[config.mk]
export PLATFORM = sky130hd
export DESIGN_NAME = mem_stage_flat
export DESIGN_NICKNAME = d
export VERILOG_FILES = /design/src/rtl/mem_stage_if.sv /design/src/rtl/mem_stage.sv /design/src/flat_wrapper.sv
export SDC_FILE = /design/constraint.sdc
export NUM_CORES = 1
export LEC_CHECK = 0
export CAP_MARGIN = 20
export CORE_ASPECT_RATIO = 1.75
export CORE_MARGIN = 1
export CORE_UTILIZATION = 45
export CTS_CLUSTER_SIZE = 28
export DETAILED_ROUTE_END_ITERATION = 8
export GPL_TIMING_DRIVEN = 0
export HOLD_SLACK_MARGIN = 0.05
export PLACE_DENSITY = 0.83
export SKIP_LAST_GASP = 1
export SYNTH_ARGS = -nofsm -noshare
export SYNTH_HDL_FRONTEND = slang
export SYNTH_SLANG_ARGS = --single-unit
[constraint.sdc]
create_clock -name clk -period 5.45 [get_ports clk]
set_input_delay 1.09 -clock clk [delete_from_list [all_inputs] [get_ports clk]]
set_output_delay 1.09 -clock clk [all_outputs]
set_load 0.01 [all_outputs]
[src/rtl/mem_stage_if.sv]
// Bundle of EX->MEM->WB handshake, payload, data-SRAM response and flush signals.
// The slave modport belongs to mem_stage. The master modport belongs to the surrounding pipeline.
interface mem_stage_if;
    logic        ex_to_mem_valid;
    logic        mem_allowin;
    logic [31:0] ex_pc;
    logic        ex_gr_we;
    logic [4:0]  ex_dest;
    logic [31:0] ex_result;
    logic [2:0]  ex_load_op;
    logic        ex_mem_req;
    logic        ex_exc;
    logic [5:0]  ex_ecode;
    logic        data_sram_data_ok;
    logic [31:0] data_sram_rdata;
    logic        mem_to_wb_valid;
    logic        wb_allowin;
    logic [31:0] mem_pc;
    logic        mem_gr_we;
    logic [4:0]  mem_dest;
    logic [31:0] mem_final_result;
    logic        mem_exc;
    logic [5:0]  mem_ecode;
    logic [4:0]  mem_fwd_dest;
    logic [31:0] mem_fwd_data;
    logic        mem_fwd_stall;
    logic        flush;
    logic        mem_has_exc;

    modport slave (
        input  ex_to_mem_valid, ex_pc, ex_gr_we, ex_dest, ex_result, ex_load_op,
               ex_mem_req, ex_exc, ex_ecode, data_sram_data_ok, data_sram_rdata,
               wb_allowin, flush,
        output mem_allowin, mem_to_wb_valid, mem_pc, mem_gr_we, mem_dest,
               mem_final_result, mem_exc, mem_ecode, mem_fwd_dest, mem_fwd_data,
               mem_fwd_stall, mem_has_exc
    );

    modport master (
        output ex_to_mem_valid, ex_pc, ex_gr_we, ex_dest, ex_result, ex_load_op,
               ex_mem_req, ex_exc, ex_ecode, data_sram_data_ok, data_sram_rdata,
               wb_allowin, flush,
        input  mem_allowin, mem_to_wb_valid, mem_pc, mem_gr_we, mem_dest,
               mem_final_result, mem_exc, mem_ecode, mem_fwd_dest, mem_fwd_data,
               mem_fwd_stall, mem_has_exc
    );
endinterface

[src/rtl/mem_stage.sv]
// MEM pipeline stage: waits for the data-SRAM response, aligns and extends load data, and forwards results.
// Also holds late responses when WB stalls and drops responses that belong to flushed loads.
module mem_stage (
    input  logic        clk,
    input  logic        resetn,
    mem_stage_if.slave  bus
);

    typedef enum logic [1:0] {ST_EMPTY, ST_WAIT, ST_READY} state_e;

    state_e      state_q;
    logic        discard_q;
    logic [31:0] hold_q;
    logic [31:0] pc_q;
    logic        gr_we_q;
    logic [4:0]  dest_q;
    logic [31:0] result_q;
    logic [2:0]  load_op_q;
    logic        exc_q;
    logic [5:0]  ecode_q;

    logic        valid;
    logic        ready_go;
    logic        allowin;
    logic        accept;
    logic        handoff;
    logic [31:0] src;
    logic [7:0]  byte_sel;
    logic [15:0] half_sel;
    logic [31:0] final_result;

    assign valid    = (state_q != ST_EMPTY);
    assign ready_go = (state_q == ST_READY) ||
                      ((state_q == ST_WAIT) && bus.data_sram_data_ok);
    assign allowin  = !discard_q && (!valid || (ready_go && bus.wb_allowin));
    assign accept   = bus.ex_to_mem_valid && allowin && !bus.flush;
    assign handoff  = valid && ready_go && bus.wb_allowin;

    always_ff @(posedge clk) begin
        if (!resetn) begin
            state_q   <= ST_EMPTY;
            discard_q <= 1'b0;
            hold_q    <= '0;
            pc_q      <= '0;
            gr_we_q   <= 1'b0;
            dest_q    <= '0;
            result_q  <= '0;
            load_op_q <= '0;
            exc_q     <= 1'b0;
            ecode_q   <= '0;
        end else begin
            // A pending discard survives a flush of an empty stage; only a response clears it.
            discard_q <= discard_q && !bus.data_sram_data_ok;
            if (bus.flush) begin
                state_q <= ST_EMPTY;
                if ((state_q == ST_WAIT) && !bus.data_sram_data_ok)
                    discard_q <= 1'b1;
            end else if (accept) begin
                pc_q      <= bus.ex_pc;
                gr_we_q   <= bus.ex_gr_we;
                dest_q    <= bus.ex_dest;
                result_q  <= bus.ex_result;
                load_op_q <= bus.ex_load_op;
                exc_q     <= bus.ex_exc;
                ecode_q   <= bus.ex_ecode;
                state_q   <= bus.ex_mem_req ? ST_WAIT : ST_READY;
            end else if (handoff) begin
                state_q <= ST_EMPTY;
            end else if ((state_q == ST_WAIT) && bus.data_sram_data_ok) begin
                hold_q  <= bus.data_sram_rdata;
                state_q <= ST_READY;
            end
        end
    end

    always_comb begin
        src = (state_q == ST_WAIT) ? bus.data_sram_rdata : hold_q;
        case (result_q[1:0])
            2'd0:    byte_sel = src[7:0];
            2'd1:    byte_sel = src[15:8];
            2'd2:    byte_sel = src[23:16];
            default: byte_sel = src[31:24];
        endcase
        half_sel = result_q[1] ? src[31:16] : src[15:0];
        case (load_op_q)
            3'b001:  final_result = {{24{byte_sel[7]}}, byte_sel};
            3'b010:  final_result = {24'h0, byte_sel};
            3'b011:  final_result = {{16{half_sel[15]}}, half_sel};
            3'b100:  final_result = {16'h0, half_sel};
            3'b101:  final_result = src;
            default: final_result = result_q;
        endcase
    end

    assign bus.mem_allowin      = allowin;
    assign bus.mem_to_wb_valid  = valid && ready_go && !bus.flush;
    assign bus.mem_pc           = pc_q;
    assign bus.mem_gr_we        = gr_we_q;
    assign bus.mem_dest         = dest_q;
    assign bus.mem_final_result = final_result;
    assign bus.mem_exc          = exc_q;
    assign bus.mem_ecode        = ecode_q;
    assign bus.mem_fwd_dest     = (valid && gr_we_q) ? dest_q : 5'd0;
    assign bus.mem_fwd_data     = final_result;
    assign bus.mem_fwd_stall    = valid && (load_op_q != 3'b000) && !ready_go;
    assign bus.mem_has_exc      = valid && exc_q;

endmodule

[src/flat_wrapper.sv]
// flat-port wrapper written by rule: the top's interface ports become plain ports
module mem_stage_flat 
  (clk, resetn, bus_ex_to_mem_valid, bus_ex_pc, bus_ex_gr_we, bus_ex_dest, bus_ex_result, bus_ex_load_op, bus_ex_mem_req, bus_ex_exc, bus_ex_ecode, bus_data_sram_data_ok, bus_data_sram_rdata, bus_wb_allowin, bus_flush, bus_mem_allowin, bus_mem_to_wb_valid, bus_mem_pc, bus_mem_gr_we, bus_mem_dest, bus_mem_final_result, bus_mem_exc, bus_mem_ecode, bus_mem_fwd_dest, bus_mem_fwd_data, bus_mem_fwd_stall, bus_mem_has_exc);
  mem_stage_if bus_i ();
  input  logic clk;
  input  logic resetn;
  input wire logic [$bits(bus_i.ex_to_mem_valid)-1:0] bus_ex_to_mem_valid;
  input wire logic [$bits(bus_i.ex_pc)-1:0] bus_ex_pc;
  input wire logic [$bits(bus_i.ex_gr_we)-1:0] bus_ex_gr_we;
  input wire logic [$bits(bus_i.ex_dest)-1:0] bus_ex_dest;
  input wire logic [$bits(bus_i.ex_result)-1:0] bus_ex_result;
  input wire logic [$bits(bus_i.ex_load_op)-1:0] bus_ex_load_op;
  input wire logic [$bits(bus_i.ex_mem_req)-1:0] bus_ex_mem_req;
  input wire logic [$bits(bus_i.ex_exc)-1:0] bus_ex_exc;
  input wire logic [$bits(bus_i.ex_ecode)-1:0] bus_ex_ecode;
  input wire logic [$bits(bus_i.data_sram_data_ok)-1:0] bus_data_sram_data_ok;
  input wire logic [$bits(bus_i.data_sram_rdata)-1:0] bus_data_sram_rdata;
  input wire logic [$bits(bus_i.wb_allowin)-1:0] bus_wb_allowin;
  input wire logic [$bits(bus_i.flush)-1:0] bus_flush;
  output wire logic [$bits(bus_i.mem_allowin)-1:0] bus_mem_allowin;
  output wire logic [$bits(bus_i.mem_to_wb_valid)-1:0] bus_mem_to_wb_valid;
  output wire logic [$bits(bus_i.mem_pc)-1:0] bus_mem_pc;
  output wire logic [$bits(bus_i.mem_gr_we)-1:0] bus_mem_gr_we;
  output wire logic [$bits(bus_i.mem_dest)-1:0] bus_mem_dest;
  output wire logic [$bits(bus_i.mem_final_result)-1:0] bus_mem_final_result;
  output wire logic [$bits(bus_i.mem_exc)-1:0] bus_mem_exc;
  output wire logic [$bits(bus_i.mem_ecode)-1:0] bus_mem_ecode;
  output wire logic [$bits(bus_i.mem_fwd_dest)-1:0] bus_mem_fwd_dest;
  output wire logic [$bits(bus_i.mem_fwd_data)-1:0] bus_mem_fwd_data;
  output wire logic [$bits(bus_i.mem_fwd_stall)-1:0] bus_mem_fwd_stall;
  output wire logic [$bits(bus_i.mem_has_exc)-1:0] bus_mem_has_exc;
  assign bus_i.ex_to_mem_valid = bus_ex_to_mem_valid;
  assign bus_i.ex_pc = bus_ex_pc;
  assign bus_i.ex_gr_we = bus_ex_gr_we;
  assign bus_i.ex_dest = bus_ex_dest;
  assign bus_i.ex_result = bus_ex_result;
  assign bus_i.ex_load_op = bus_ex_load_op;
  assign bus_i.ex_mem_req = bus_ex_mem_req;
  assign bus_i.ex_exc = bus_ex_exc;
  assign bus_i.ex_ecode = bus_ex_ecode;
  assign bus_i.data_sram_data_ok = bus_data_sram_data_ok;
  assign bus_i.data_sram_rdata = bus_data_sram_rdata;
  assign bus_i.wb_allowin = bus_wb_allowin;
  assign bus_i.flush = bus_flush;
  assign bus_mem_allowin = bus_i.mem_allowin;
  assign bus_mem_to_wb_valid = bus_i.mem_to_wb_valid;
  assign bus_mem_pc = bus_i.mem_pc;
  assign bus_mem_gr_we = bus_i.mem_gr_we;
  assign bus_mem_dest = bus_i.mem_dest;
  assign bus_mem_final_result = bus_i.mem_final_result;
  assign bus_mem_exc = bus_i.mem_exc;
  assign bus_mem_ecode = bus_i.mem_ecode;
  assign bus_mem_fwd_dest = bus_i.mem_fwd_dest;
  assign bus_mem_fwd_data = bus_i.mem_fwd_data;
  assign bus_mem_fwd_stall = bus_i.mem_fwd_stall;
  assign bus_mem_has_exc = bus_i.mem_has_exc;
  mem_stage u_core (.clk(clk), .resetn(resetn), .bus(bus_i));
endmodule
; Yosys cells after proc, flatten, opt, wreduce, memory -nomap -nowiden
; Index checks and enable logic that the tools add are counted.
[totals]
output_inout_bits = 118
inputBits = 119
memories = 0
wordCells = 62
latch_bits = 0
mem_bits_rw = 0
ff_bits = 115
mem_bits_ro = 0
[op_classes]
n_reduce_logical = 28
mul = 0
n_eq_ne = 9
n_lt_le_gt_ge = 0
shift = 0
add_sub_neg = 0
div_mod_pow = 0
n_bitwise = 4
n_mux = 11
[op_table]
columns = operator, n
row1 = 32-bit one-hot mux with 5 select lines, 1
row2 = 32-bit two-way mux, 1
row3 = 8-bit one-hot mux with 3 select lines, 1
row4 = 16-bit two-way mux, 1
row5 = 1-bit logical AND, 14
row6 = 2-bit two-way mux, 4
row7 = "3-bit by 2-bit == test with 1-bit output, second input constant", 2
row8 = "3-bit == test, second input constant", 2
row9 = 3-bit nonzero test, 2
row10 = 1-bit logical NOT, 5
row11 = 5-bit two-way mux, 1
row12 = "2-bit by 1-bit == test with 1-bit output, second input constant", 2
row13 = "2-bit == test, second input constant", 2
row14 = 1-bit NOT, 4
row15 = 4-bit AND reduction, 1
row16 = "3-bit by 1-bit == test with 1-bit output, second input constant", 1
row17 = 2-bit logical NOT, 1
row18 = 1-bit logical OR, 2
row19 = 1-bit two-way mux, 2
row20 = 2-bit AND reduction, 1
row21 = 2-bit nonzero test, 1
row22 = 2-bit OR reduction, 1

; Logic depth before layout (Yosys ltp)
; Gate-level depths: netlist of the first run.
[logic_depth]
depth_word = 10
mapped_depth = 9
ltp_nobuf = 5

; Worst setup path after synthesis of the first run
; No wires, ideal clock.
[synth_timing]
kind = input port to output port
startpoint = input bus_data_sram_rdata[23]
endpoint = output bus_mem_fwd_data[17]
slack_ps = 1815
required_ps = 4360
arrival_ps = 2545
n_path_buf = 2
cell_stages = 7
path_cell_list = and3b_1 > a2111oi_1 > nor4_2 > a211o_4 > buf_6 > a2bb2oi_1 > buf_4
[synth_between]
elab_chain_cells = 3
[synth_lines]
columns = item, line
row1 = from (decl), flat_wrapper.sv:17  ; input wire logic [$bits(bus_i.data_sram_rdata)-1:0] bus_data_sram_rdata;
row2 = 32-bit two-way mux, mem_stage.sv:77  ; src = (state_q == ST_WAIT) ? bus.data_sram_rdata : hold_q;
row3 = 8-bit one-hot mux with 3 select lines, mem_stage.sv:78  ; case (result_q[1:0])
row4 = 32-bit one-hot mux with 5 select lines, mem_stage.sv:85  ; case (load_op_q)
row5 = to (decl), flat_wrapper.sv:29  ; output wire logic [$bits(bus_i.mem_fwd_data)-1:0] bus_mem_fwd_data;
; No other way between the ends.

; Worst setup path in the final report of the first run
[layout_timing]
startpoint = input bus_data_sram_rdata[23]
endpoint = output bus_mem_fwd_data[16]
; The elaborated chain is that of the path after synthesis.

==> reports/qor.csv, run 1 <==
metric,value,unit
Iteration-0 DRC Markers,436,
final setup TNS,0,ns
crit path max fanout,10,
initial antenna violation count,0,
final setup vio count,0,
number of diodes,0,
setup ws final,0.638,ns
Slew Limit Fails,0,
worst-path cell chain,"clkdlybuf4s50_1, and3b_1, a2111oi_1, nor4_2, a211o_4, buf_6, a2bb2oi_1, buf_4, clkdlybuf4s50_1",
hold_buf cts,0,
Skew-Pair Late Insertion Delay,0.43,ns
"FFs w/ async S/R, synth",0,%
RSZ-0062 raised after global routing,no,
Static Leak,0.00327,uW
HPWL after DPL,16.1,mm
CP Launch Type,primary input,
Overall Global Routing Usage,30.7,%
synth top area cells,"dfxtp_1 39%, nand2_1 12%, o21ai_0 7.2%",
"CTS clk-pin slew, worst paths",0.06,ns
die area,13700,um2
max frequency,208,MHz
max_cap viols,0,
top-area cell type share of the netlist area,38.7,%
core box area,12900,um2
design area,9140,um2
number of port buffers,236,
Power Density,274,nW/um2
CTS tree,done,
Tcrit/Tclk final,88.3,%
sequential area share after synthesis,38.7,%
I/O pin total,237,
WL final,20.7,mm
Yosys warnings,0,
CTS H-tree lvls,4,
multi-input combinational cell area,3120,um2
#FFs+latches synth,115,
ys flop type,dfxtp_1,
Longest Clk Path Bufs,2,
critical path endpoint category,output pin,
worst slew pin tran,0.648,ns
crit path DAT,3.72,ns
total grt overflow,0,
number of synthesized flops with an enable pin,0,
status,"finished, final reports clean",
vias in the first global route,6369,
Avg Inst Size Synth,7.63,um2
CTS resizes,0,
Remaining DRCs,0,
area grow syn2layout,53.6,%
max_slew headroom,56.7,%
Post-Syn Area,5950,um2
Final Hold Fails,0,
layout net count,1153,
placed inst area,8520,um2
DR vias,6581,
FP Rows,55,
HP Class,reg2reg,
"Req. time, crit path",4.36,ns
clock sinks,115,
placed insts,1186,
Inserted Clock Buffers,17,
chip height,154,um
final core occ,70.6,%
largest net degree at the start of global routing,17,
Initial Utilization,46.0,%
synthesized net count,898,
Post-synth top cells,"192 x nand2_1, 115 x dfxtp_1, 86 x o21ai_0",
WP buf/inv,4,
first-pass GRT wire length,31.8,mm
CTS root buffer,clkbuf_16,
Yosys cell types,49,
Layout fillers,1109,
Top Family by Delay on Critical Path,buffers and inverters,
critical path's most frequent cell,clkdlybuf4s50_1,
register area,2300,um2
Via density,5.41,
Final min period,4.81,ns
non-filler instance count after layout,1217,
critical path class,in2out,
cell with the most instances after synthesis,nand2_1,
post-route ant nets,0,
Die W,88.9,um
Setup WS pre-CTS,0.646,ns
Initial DRT Pass Iterations,5,
"slowest stage delay, CP",0.50,ns
Final Wtd Congestion,0.930,
"Setup Fix Bufs, Post-CTS",0,
Synth Instances,779,
wire per inst,17.0,um
Worst path slowest cell,a2111oi_1,
peak supply drop,0.000209,V
Synth area leader,dfxtp_1,
Setup Skew,0.00706,ns
share of cells above drive strength 1,8.99,%
==> final cells by class <==
cell class / count / area share, %
repair buffers: 236 / 25.9
clock buffers: 18 / 4.81
plain buffers: 97 / 5.60
well taps: 171 / 2.34
clock inverters: 13 / 1.90
flip-flops and latches: 115 / 25.2
multi-input cells: 563 / 34.1
inverters: 4 / 0.164
==> cells in the final DEF, fill, tap and decap left out, types with 2 or more instances in the layout <==
cell,instances
a211oi_1,2
or2_2,5
buf_1,6
o21a_1,3
inv_1,4
dfxtp_1,115
o21ai_0,86
clkbuf_16,17
clkdlybuf4s50_1,236
clkbuf_1,49
nor2_1,17
o211ai_1,15
nand3_1,85
nor3_1,3
and3b_1,3
a211o_1,5
and3_1,2
inv_6,4
a2111oi_1,2
nand2b_1,4
a22oi_1,8
buf_6,2
nand2_1,192
a21oi_1,15
nor3b_1,2
buf_4,33
mux2i_1,15
a21boi_0,33
mux2_2,8
clkinv_4,3
bufinv_16,3
a32oi_1,5
and2_1,6
clkinvlp_4,3
a2bb2oi_1,16
nor2b_1,12
mux4_2,2
buf_2,7
==> final timing paths <==
path	slack [ns]	startpoint	cells past startpoint	end
min	0.46	u_core.hold_q[12]	2	u_core.hold_q[12]
max	0.64	bus_data_sram_rdata[23]	9	bus_mem_fwd_data[16]
max reg2reg	3.08	u_core.state_q[0]	8	u_core.result_q[19]
min reg2reg	0.46	u_core.hold_q[12]	2	u_core.hold_q[12]
==> layer usage <==
layer | vias up | routed length (um) | GRT usage, %
met2 | 287 | 10800 | 54.6
met3 | 78 | 1330 | 7.57
met4 | 0 | 1250 | 19.1
met1 | 3024 | 7360 | 31.0
li1 | 3192 | - | -
met5 | - | 0 | 0
==> sequential cells by signal, summed over array words and instances (netlist names) <==
register and flops:
u_core.load_op_q 3, u_core.discard_q 1, u_core.state_q 2, u_core.bus.mem_ecode 6
u_core.bus.mem_pc 32, u_core.bus.mem_gr_we 1, u_core.hold_q 32, u_core.bus.mem_exc 1
u_core.result_q 32, u_core.bus.mem_dest 5
==> per-stage QoR <==
stage               hold WS, ns  total power, uW
floorplan                 0.441             1100
global placement          0.449             1350
detailed placement        0.456             1360
CTS                       0.463             2500
global route              0.481             2590
finish                    0.460             2510
==> where the power goes <==
part	switching [uW]	internal, uW
clock network	428	735
registers	19.9	872
logic	201	251
==> worst min-delay path: stages, from the launching register on <==
cell      delay [ns]
dfxtp_1         0.31
nand2_1         0.04
a21boi_0        0.06
==> cell families after synthesis <==
logic type	count (synthesis)	synth area share, %
compound gates	199	21.9
flops	115	38.7
mux	25	4.80
simple gates	338	25.6
buf+inv	101	8.86
xor+xnor	1	0.147
(Power assumes the default switching activity.)
==> run 2: changes to the inputs <==
--- a/config.mk
+++ b/config.mk
@@ -12,7 +12,7 @@
 export CTS_CLUSTER_SIZE = 28
 export DETAILED_ROUTE_END_ITERATION = 8
 export GPL_TIMING_DRIVEN = 0
-export HOLD_SLACK_MARGIN = 0.05
+export HOLD_SLACK_MARGIN = 0.03
 export PLACE_DENSITY = 0.83
 export SKIP_LAST_GASP = 1
 export SYNTH_ARGS = -nofsm -noshare
==> results of run 2 <==
Same layout as run 1: the final DEF is identical, and so are final timing and power.
